==> src/rtl/izero_pc_pkg.sv <==
// ---------------------------------------------------------------------------
// izero_pc_pkg
//   Shared definitions for the PC next-address sequencer.
//   - LARGURA_PC / VETOR_BOOT : address width and boot vector
//   - estado_t                : run/interrupt/halt/boot-switch FSM encoding
//   - acao_t                  : per-cycle action chosen by the priority logic
//   - incrementa()            : sequential address, wrapping at LARGURA_PC
// ---------------------------------------------------------------------------
package izero_pc_pkg;

  localparam int                    LARGURA_PC = 26;
  localparam logic [LARGURA_PC-1:0] VETOR_BOOT = '0;

  typedef enum logic [1:0] {
    S_RUN   = 2'd0,
    S_INT   = 2'd1,
    S_HALT  = 2'd2,
    S_TROCA = 2'd3
  } estado_t;

  // What the FSM does at the next clock edge, decided combinationally.
  typedef enum logic [2:0] {
    A_HOLD,      // keep state (stall, or nothing to do while halted)
    A_FLUXO,     // normal flow: stay in current state
    A_BIOS,      // enter S_TROCA and pulse bios_reset
    A_DISK,      // enter S_TROCA and pulse disk_reset
    A_IRQ,       // enter S_INT, save return address
    A_ERET,      // leave S_INT
    A_HALT,      // enter S_HALT
    A_BOOT_FIM   // S_TROCA finished, back to S_RUN
  } acao_t;

  function automatic logic [LARGURA_PC-1:0] incrementa(input logic [LARGURA_PC-1:0] pc);
    return pc + LARGURA_PC'(1);
  endfunction

endpackage

==> src/rtl/seletor_proximo_pc.sv <==
// ---------------------------------------------------------------------------
// seletor_proximo_pc
//   Pure combinational priority mux for ordinary program flow.
//   Priority: halt > jump_reg > jump > branch_taken > sequential.
//   Its output is both the normal next address and the return address
//   saved in epc when an interrupt is taken from S_RUN.
// Ports
//   pc_atual                  in  current PC
//   halt                      in  HLT decoded (hold pc_atual)
//   jump_reg / reg_alvo       in  JR/JALR and its target
//   jump / jump_alvo          in  J/JAL and its target
//   branch_taken / branch_alvo in taken branch and its target
//   proximo                   out selected address
// ---------------------------------------------------------------------------
module seletor_proximo_pc
  import izero_pc_pkg::*;
(
  input  logic [LARGURA_PC-1:0] pc_atual,
  input  logic                  halt,
  input  logic                  jump_reg,
  input  logic [LARGURA_PC-1:0] reg_alvo,
  input  logic                  jump,
  input  logic [LARGURA_PC-1:0] jump_alvo,
  input  logic                  branch_taken,
  input  logic [LARGURA_PC-1:0] branch_alvo,
  output logic [LARGURA_PC-1:0] proximo
);

  always_comb begin
    if (halt)              proximo = pc_atual;
    else if (jump_reg)     proximo = reg_alvo;
    else if (jump)         proximo = jump_alvo;
    else if (branch_taken) proximo = branch_alvo;
    else                   proximo = incrementa(pc_atual);
  end

endmodule

==> src/rtl/controlador_de_pc.sv <==
// ---------------------------------------------------------------------------
// controlador_de_pc
//   Next-address sequencer for contador_de_programa. Chooses the address the
//   PC loads each cycle and runs the run/interrupt/halt/boot-switch FSM.
// Ports
//   clock, reset_n            in  clock (rising edge), async active-low reset
//   pc_atual                  in  current PC
//   stall                     in  hold PC, ignore every request this cycle
//   halt, branch_taken/alvo, jump/alvo, jump_reg/reg_alvo  in  flow requests
//   irq / irq_vetor           in  level interrupt and handler address
//   eret                      in  return from interrupt
//   boot_bios, boot_disk      in  restart requests
//   endereco                  out next PC (combinational)
//   bios_reset, disk_reset    out registered one-cycle pulses (S_TROCA only)
//   epc                       out saved return address
//   int_ativo                 out high while in S_INT
//   estado                    out FSM state
// ---------------------------------------------------------------------------
module controlador_de_pc
  import izero_pc_pkg::*;
(
  input  logic                  clock,
  input  logic                  reset_n,
  input  logic [LARGURA_PC-1:0] pc_atual,
  input  logic                  stall,
  input  logic                  halt,
  input  logic                  branch_taken,
  input  logic [LARGURA_PC-1:0] branch_alvo,
  input  logic                  jump,
  input  logic [LARGURA_PC-1:0] jump_alvo,
  input  logic                  jump_reg,
  input  logic [LARGURA_PC-1:0] reg_alvo,
  input  logic                  irq,
  input  logic [LARGURA_PC-1:0] irq_vetor,
  input  logic                  eret,
  input  logic                  boot_bios,
  input  logic                  boot_disk,
  output logic [LARGURA_PC-1:0] endereco,
  output logic                  bios_reset,
  output logic                  disk_reset,
  output logic [LARGURA_PC-1:0] epc,
  output logic                  int_ativo,
  output logic [1:0]            estado
);

  estado_t               r_estado;
  logic [LARGURA_PC-1:0] r_epc;
  logic                  r_bios_reset;
  logic                  r_disk_reset;
  logic                  r_int_ativo;

  logic [LARGURA_PC-1:0] w_candidato;
  logic [LARGURA_PC-1:0] w_epc_cand;
  logic [LARGURA_PC-1:0] w_endereco;
  acao_t                 w_acao;

  seletor_proximo_pc u_seletor (
    .pc_atual     (pc_atual),
    .halt         (halt),
    .jump_reg     (jump_reg),
    .reg_alvo     (reg_alvo),
    .jump         (jump),
    .jump_alvo    (jump_alvo),
    .branch_taken (branch_taken),
    .branch_alvo  (branch_alvo),
    .proximo      (w_candidato)
  );

  // Priority decode: picks the address and the action for the next edge.
  always_comb begin
    // NOTE: every output of this block gets a default first so no path
    // leaves one unassigned, which would otherwise infer a latch.
    w_acao     = A_FLUXO;
    w_endereco = w_candidato;
    w_epc_cand = w_candidato;
    if (!reset_n) begin
      w_acao     = A_HOLD;
      w_endereco = VETOR_BOOT;
    end else begin
      unique case (r_estado)
        S_RUN, S_INT: begin
          if (stall) begin
            w_acao     = A_HOLD;
            w_endereco = pc_atual;
          end else if (boot_bios) begin
            w_acao     = A_BIOS;
            w_endereco = pc_atual;
          end else if (boot_disk) begin
            w_acao     = A_DISK;
            w_endereco = pc_atual;
          end else if (irq && (r_estado == S_RUN)) begin
            // No nesting: irq only counts from S_RUN.
            w_acao     = A_IRQ;
            w_endereco = irq_vetor;
          end else if (eret && (r_estado == S_INT)) begin
            w_acao     = A_ERET;
            w_endereco = r_epc;
          end else if (halt) begin
            w_acao     = A_HALT;
            w_endereco = pc_atual;
          end
        end
        S_HALT: begin
          w_acao     = A_HOLD;
          w_endereco = pc_atual;
          // Resume after the halted instruction once the handler returns.
          w_epc_cand = incrementa(pc_atual);
          if (boot_bios) begin
            w_acao = A_BIOS;
          end else if (boot_disk) begin
            w_acao = A_DISK;
          end else if (irq) begin
            w_acao     = A_IRQ;
            w_endereco = irq_vetor;
          end
        end
        S_TROCA: begin
          w_acao     = A_BOOT_FIM;
          w_endereco = VETOR_BOOT;
        end
        default: begin
          w_acao     = A_BOOT_FIM;
          w_endereco = VETOR_BOOT;
        end
      endcase
    end
  end

  // State, epc, interrupt flag and boot pulses.
  // NOTE: sequential state uses non-blocking assignments so every register
  // samples pre-edge values regardless of statement order.
  always_ff @(posedge clock or negedge reset_n) begin
    if (!reset_n) begin
      // Async clear also kills a boot pulse already in flight.
      r_estado     <= S_RUN;
      r_epc        <= '0;
      r_bios_reset <= 1'b0;
      r_disk_reset <= 1'b0;
      r_int_ativo  <= 1'b0;
    end else begin
      // Pulses are high only during the single S_TROCA cycle.
      r_bios_reset <= 1'b0;
      r_disk_reset <= 1'b0;
      unique case (w_acao)
        A_HOLD, A_FLUXO: ;
        A_BIOS: begin
          r_estado     <= S_TROCA;
          r_bios_reset <= 1'b1;
          r_epc        <= '0;
          r_int_ativo  <= 1'b0;
        end
        A_DISK: begin
          r_estado     <= S_TROCA;
          r_disk_reset <= 1'b1;
          r_epc        <= '0;
          r_int_ativo  <= 1'b0;
        end
        A_IRQ: begin
          r_estado    <= S_INT;
          r_epc       <= w_epc_cand;
          r_int_ativo <= 1'b1;
        end
        A_ERET: begin
          r_estado    <= S_RUN;
          r_int_ativo <= 1'b0;
        end
        A_HALT: begin
          r_estado    <= S_HALT;
          r_int_ativo <= 1'b0;
        end
        A_BOOT_FIM: begin
          r_estado    <= S_RUN;
          r_epc       <= '0;
          r_int_ativo <= 1'b0;
        end
        default: r_estado <= S_RUN;
      endcase
    end
  end

  assign endereco   = w_endereco;
  assign bios_reset = r_bios_reset;
  assign disk_reset = r_disk_reset;
  assign epc        = r_epc;
  assign int_ativo  = r_int_ativo;
  assign estado     = r_estado;

endmodule
==> config.mk <==
export PLATFORM = sky130hd
export DESIGN_NAME = controlador_de_pc
export DESIGN_NICKNAME = d
export VERILOG_FILES = /design/src/rtl/izero_pc_pkg.sv /design/src/rtl/seletor_proximo_pc.sv /design/src/rtl/controlador_de_pc.sv
export SDC_FILE = /design/constraint.sdc
export NUM_CORES = 1
export LEC_CHECK = 0
export ABC_AREA = 1
export ABC_CLOCK_PERIOD_IN_PS = 4600
export BUFFER_PORTS_ARGS = -buffer_cell sky130_fd_sc_hd__buf_2
export CAP_MARGIN = 20
export CORE_MARGIN = 2
export CORE_UTILIZATION = 35
export CTS_CLUSTER_SIZE = 30
export DETAILED_ROUTE_END_ITERATION = 10
export SYNTH_ARGS = -nofsm -noshare
export SYNTH_HDL_FRONTEND = slang
export SYNTH_SLANG_ARGS = --single-unit
==> constraint.sdc <==
create_clock -name clock -period 4.6 [get_ports clock]
set_input_delay 1.38 -clock clock [delete_from_list [all_inputs] [get_ports clock]]
set_output_delay 1.38 -clock clock [all_outputs]
set_load 0.01 [all_outputs]
==> results.yml, run 1 <==
status:
  status: "complete, no violations"
logic_synthesis:
  avgSynthCellArea_um2: 5.061
  synthFlopType: "dfrtp_1"
  ys_ff_latch: 31
  ys_async_sr_fraction_pct: 100.0
  synth_edf_count: 0
  syn-num-nets: 1126
  syn_inst: 984
  syn_area_um2: 4980
  synthTopCellsByArea: "nand2_1 (28%), dfrtp_1 (16%), nand3_1 (9.3%), nor2_1 (8.5%), a21oi_1 (8.0%)"
  synth.top_cell.area_share_pct: 28.19
  ys_warn_count: 0
  yosysSeqAreaShare_pct: 15.58
  synth_cell_types: 31
  synth_top_cell_by_area: "nand2_1"
  synth_most_common_cell: "nand2_1"
  yosys-top-cells-count: "nand2_1 (374), nor2_1 (113), nand3_1 (93), a21oi_1 (80), inv_1 (79)"
floorplan:
  die_w_um: 123.3
  start_util_pct: 35.88
  io_pins: 198
  die_area_um2: 15200
  die_y_um: 123.3
  std_cell_rows: 43
  coreArea_um2: 13880
sta:
  finalClockSkew_ns: 0.007979
  fmax_ghz: 0.2241
  setup_viol: 0
  hold_violations: 0
  period_needed_ns: 4.463
  period_share_pct: 97.02
  worst_hold_slack_ns: 0.5288
  rsz0062_at_grt: "true"
  slew_violations: 0
  max-slew-margin-rel_pct: 45.64
  tightest_slew_ns: 0.8145
layout:
  fill_cells: 1554
  nNetsFinal: 1321
  seq_area_um2: 775.7
  multi_input_area_um2: 3856
  area.growth.synth_to_final_pct: 36.08
  drive_gt1_share_pct: 26.27
  antenna_cells: 0
pwr:
  power.total_mw: 2.275
  p_sw_mw: 1.106
  switching_share_pct: 48.62
  p_clk_share_pct: 17.9
  cellPowerDensity_nw_per_um2: 335.7
  internal_power_mw: 1.169
  power_frac_comb_pct: 58.2
  sequentialPowerShare_pct: 23.9
  max-vdd-ir-drop_mv: 0.2139
  p_leak_nw: 3.782
cts:
  cts_tree: "built"
  clkLatencyLatePin_ns: 0.29
  htreeDepth: 2
  clock_path_buffers: 2
  ctsHoldBuffers: 0
  clock_sink_count: 31
  cts_made_buffers: 5
  clkSlewWorstSetupHoldPaths_ns: 0.06
  cts-root-buf: "clkbuf_16"
setup_path:
  max_stage_delay_ns: 0.25
  critPathMostFrequentCell: "nand2_1"
  cp-start-kind: "input pin"
  path_buf_inv: 3
  path_max_fanout: 5
  path_class: "input pin to primary output"
  critPathTopFamily: "simple AND/OR/NAND/NOR gates"
  crit_path_top_delay_cell: "nor2_4"
  cp.arrival_ns: 3.08
  path_cells: "buf_6, ha_4, nand2_4, nor2_4, buf_6, nand3_2, nand2_1, nand2_1, o21ai_1, nand2_1, nand2_1, nand2_2, nor2_2, o21bai_1, a21boi_1, buf_2"
  endpoint_kind: "primary output"
  cp.required_ns: 3.22
  cp.depth: 16
  worstRegToRegCells: 12
flow_run:
  drv_cap: 0
global_routing:
  overflow: 0
  antenna_found_initial: 0
  grt_max_degree: 35
  grt_usage_pct: 28.60
  grt_pass1_vias: 6721
  grt_pass1_wl_mm: 34.11
hold_path:
  hp-class: "flop to flop"
  min_path_cells: 2
detailed_routing:
  routedWlPerCell_um: 16.09
  drc: 0
  ant_nets: 0
  first_pass_iters: 5
  wirelength_mm: 21.88
  drtIter0Drc: 644
  vias_per_cell: 5.261
  num_vias: 7155
placement:
  io_buffer_count: 197
  gp_congestion: 0.8618
  dpl.hpwl_mm: 16.32
## registers in the layout, indices dropped and copies added (netlist names)
register,count
bios_reset,1
epc,26
estado,2
int_ativo,1
disk_reset,1
## routing by layer
layer,up-vias,share of wire (%),GRT usage (%)
li1,3573,-,-
met1,3194,44,39.48
met2,353,44,45.84
met3,35,9.4,4.336
met4,0,2.3,8.807
met5,-,0,0
## placed cells by master (no fill, tap or decap), drive strengths merged
master,synthesis,layout
nor3,5,5
clkbuf,41,9
nor2,116,116
buf,15,241
clkinv,2,3
bufinv,0,1
a22oi,1,1
o211ai,21,21
a21oi,80,80
nand4,5,5
dfrtp,31,31
inv,84,84
nand2,374,374
o21ai,81,81
ha,1,1
or2,3,3
xor2,8,8
a21boi,7,7
o21bai,4,4
o31ai,11,11
nand3,94,94
## final cells by class
| class | instances | area share [%] |
|---|---|---|
| Timing Repair Buffer | 244 | 20.96 |
| Clock inverter | 2 | 0.5170 |
| Inverter | 86 | 4.801 |
| Multi-Input combinational cell | 811 | 56.91 |
| Sequential cell | 31 | 11.45 |
| Tap cell | 180 | 3.323 |
| Clock buffer | 6 | 2.049 |
## power by group through the flow
stage               combinational [mW]  sequential [mW]  clock (mW)
detailed placement                1.29            0.542           0
CTS                               1.29            0.539       0.410
floorplan                        0.713            0.564           0
finish                            1.32            0.543       0.408
global placement                  1.28            0.543           0
global route                      1.47            0.558       0.418
## logic make-up (layout without fill, tap and decap cells)
logic type	after synthesis	in the layout	synth area share, %
AND/OR/NAND/NOR	597	597	48.47
AO/OA/AOI/OAI	205	205	23.14
buffers and inverters	142	338	11.16
flip-flops	31	31	15.58
XOR/XNOR	8	8	1.407
adder cells (fa/ha/maj)	1	1	0.2512
## worst paths after layout
kind	start	end	slack (ns)
worst min-delay path	int_ativo	int_ativo	0.53
min in group asynchronous	reset_n	disk_reset	1.25
worst min register to register	int_ativo	int_ativo	0.53
worst max-delay path	pc_atual[1]	endereco[12]	0.14
worst max register to register	estado[1]	epc[2]	1.76
max in group asynchronous	reset_n	epc[17]	3.00
## tightest hold or removal path, delay by kind of cell, from the launching register on
kind / cells / cell delay (ns)
simple gates: 2 / 0.14
flops: 1 / 0.35
## metrics by stage
step	worst slack (ns)	cells	setup TNS, ns	cell area [µm²]	util [%]
after CTS	0.03332	1356	0	6528	47.03
final	0.1369	1360	0	6777	48.82
after global routing	-0.03320	1360	-0.03643	6777	48.82
after global placement	-0.09182	1348	-0.2615	6346	45.72
after detailed placement	-0.08278	1348	-0.3155	6346	45.72
after floorplan	0.4709	984	0	4980	-
## repair_timing
| item | CTS | global route |
|---|---|---|
| setup buffers | 0 | 4 |
| gates resized for setup | 3 | 75 |
| setup endpoints to repair | 11 | 22 |
| pin swaps | 0 | 13 |
| endpoints found under the hold margin | 0 | 0 |
No activity file was read; power rests on OpenSTA's default activity.
==> run 2: changes to the inputs <==
--- a/config.mk
+++ b/config.mk
@@ -5,12 +5,12 @@
 export SDC_FILE = /design/constraint.sdc
 export NUM_CORES = 1
 export LEC_CHECK = 0
-export ABC_AREA = 1
 export ABC_CLOCK_PERIOD_IN_PS = 4600
 export BUFFER_PORTS_ARGS = -buffer_cell sky130_fd_sc_hd__buf_2
 export CAP_MARGIN = 20
 export CORE_MARGIN = 2
 export CORE_UTILIZATION = 35
+export CTS_CLUSTER_DIAMETER = 50
 export CTS_CLUSTER_SIZE = 30
 export DETAILED_ROUTE_END_ITERATION = 10
 export SYNTH_ARGS = -nofsm -noshare
==> results.yml, run 2 <==
pwr:
  power.total_mw: 1.989
  power_frac_comb_pct: 61.8
  internal_power_mw: 1.025
  cellPowerDensity_nw_per_um2: 289.9
  p_clk_share_pct: 17.8
  sequentialPowerShare_pct: 20.5
  p_sw_mw: 0.9645
  max-vdd-ir-drop_mv: 0.1579
  p_leak_nw: 3.112
  switching_share_pct: 48.48
logic_synthesis:
  yosysSeqAreaShare_pct: 16.40
  synth_top_cell_by_area: "dfrtp_1"
  synth_cell_types: 75
  ys_async_sr_fraction_pct: 100.0
  yosys-top-cells-count: "nand2_1 (84), o21ai_0 (73), a21oi_1 (53), nor2_1 (52), clkbuf_1 (40)"
  synthTopCellsByArea: "dfrtp_1 (16%), o21ai_0 (7.7%), nand2_1 (6.7%), a21oi_1 (5.6%), nor2_1 (4.1%)"
  synth_edf_count: 0
  synthFlopType: "dfrtp_1"
  synth_most_common_cell: "nand2_1"
  syn_area_um2: 4730
  ys_ff_latch: 31
  ys_warn_count: 0
  syn_inst: 697
  synth.top_cell.area_share_pct: 16.40
  syn-num-nets: 839
  avgSynthCellArea_um2: 6.786
global_routing:
  grt_usage_pct: 33.40
  grt_pass1_vias: 6593
  antenna_found_initial: 0
  overflow: 0
  grt_max_degree: 35
  grt_pass1_wl_mm: 37.45
cts:
  ctsHoldBuffers: 0
  clkSlewWorstSetupHoldPaths_ns: 0.06
  clkLatencyLatePin_ns: 0.29
  cts_tree: "built"
  clock_sink_count: 31
  cts_made_buffers: 5
  cts-root-buf: "clkbuf_16"
  clock_path_buffers: 2
  htreeDepth: 2
setup_path:
  path_max_fanout: 5
  endpoint_kind: "primary output"
  cp.arrival_ns: 3.19
  cp.required_ns: 3.22
  cp-start-kind: "input pin"
  path_class: "input pin to primary output"
detailed_routing:
  drc: 0
  num_vias: 7138
  vias_per_cell: 6.328
  wirelength_mm: 25.00
  routedWlPerCell_um: 22.16
  ant_nets: 0
  drtIter0Drc: 1010
  first_pass_iters: 6
floorplan:
  start_util_pct: 35.71
  io_pins: 198
  coreArea_um2: 13240
  die_area_um2: 14460
  die_w_um: 120.2
  die_y_um: 120.2
  std_cell_rows: 42
sta:
  hold_violations: 0
  period_needed_ns: 4.574
  finalClockSkew_ns: 0.007323
  tightest_slew_ns: 0.8978
  fin_ws_ns: 0.02560
  setup_viol: 0
  worst_hold_slack_ns: 0.5095
  fin_tns_setup_ns: 0
  period_share_pct: 99.44
  fmax_ghz: 0.2186
  max-slew-margin-rel_pct: 40.15
  slew_violations: 0
layout:
  design_area_um2: 6863
  drive_gt1_share_pct: 37.82
  nNetsFinal: 1094
  antenna_cells: 0
  area.growth.synth_to_final_pct: 45.11
  largest_reg_flops: 26
  final_common_cell: "buf_2"
  final_util_pct: 51.82
  layout_common_cells: "buf_2 (193), buf_4 (111), nand2_1 (83)"
  stdcell_count: 1128
placement:
  pre_cts_slack_ns: -0.08438
  gp_congestion: 1.007
  dp_cells: 1117
  dpl_cell_area_um2: 6581
  dpl.hpwl_mm: 19.35
  io_buffer_count: 197
hold_path:
  hp-class: "flop to flop"
flow_run:
  drv_cap: 0
status:
  status: "complete, no violations"
run 2: worst paths after layout:
kind	startpoint	endpoint	slack, ns	depth (start not counted)
min	epc[25]	epc[25]	0.51	2
max	pc_atual[10]	endereco[17]	0.03	8
min reg2reg	epc[25]	epc[25]	0.51	2
min in group asynchronous	reset_n	epc[19]	1.19	2
max in group asynchronous	reset_n	epc[8]	3.13	2
max reg2reg	estado[1]	epc[22]	1.06	8
run 2: cell families after synthesis:
| family | share of synthesized area [%] |
|---|---|
| AO/OA/AOI/OAI | 45.13 |
| XOR/XNOR | 2.963 |
| adder cells (fa/ha/maj) | 0.2645 |
| buffers and inverters | 6.614 |
| flip-flops | 16.40 |
| multiplexers | 1.931 |
| AND/OR/NAND/NOR | 26.69 |
run 2: layout make-up:
| type | count | area [µm²] |
|---|---|---|
| inverter | 14 | 52.55 |
| clock buffer | 6 | 138.9 |
| sequential | 31 | 775.7 |
| multi-input combinational | 589 | 3744 |
| timing repair buffer | 311 | 1927 |
| tap | 176 | 220.2 |
| fill | 1395 | 6380 |
| clock inverter | 1 | 5.005 |
run 2: worst max-delay path: stages:
cell	delay, ns
buf_4	0.12
nand4_4	0.13
or4_4	0.62
o21a_1	0.23
o31ai_2	0.18
a31oi_1	0.12
a221o_1	0.27
buf_2	0.14
run 2: what timing repair did:
item | CTS | global route
pin swaps | 0 | 12
setup endpoints to repair | 5 | 15
endpoints found under the hold margin | 0 | 0
buffers inserted | 0 | 5
gates resized for setup | 3 | 26
run 2: power groups by stage:
stage	logic (mW)	clock network (mW)	registers [mW]
after floorplan	0.658	0	0.383
after global placement	1.18	0	0.411
after detailed placement	1.18	0	0.409
after CTS	1.19	0.356	0.404
after global routing	1.31	0.369	0.417
final	1.23	0.353	0.407
run 2: layer usage:
metal	part of all wire (%)	routed length (µm)	vias to the layer above	track usage, %
met2	44	11010	536	51.21
li1	-	-	3224	-
met1	41	10270	3307	47.07
met3	11	2851	71	5.425
met4	3.5	870	0	12.57
met5	0	0	-	0
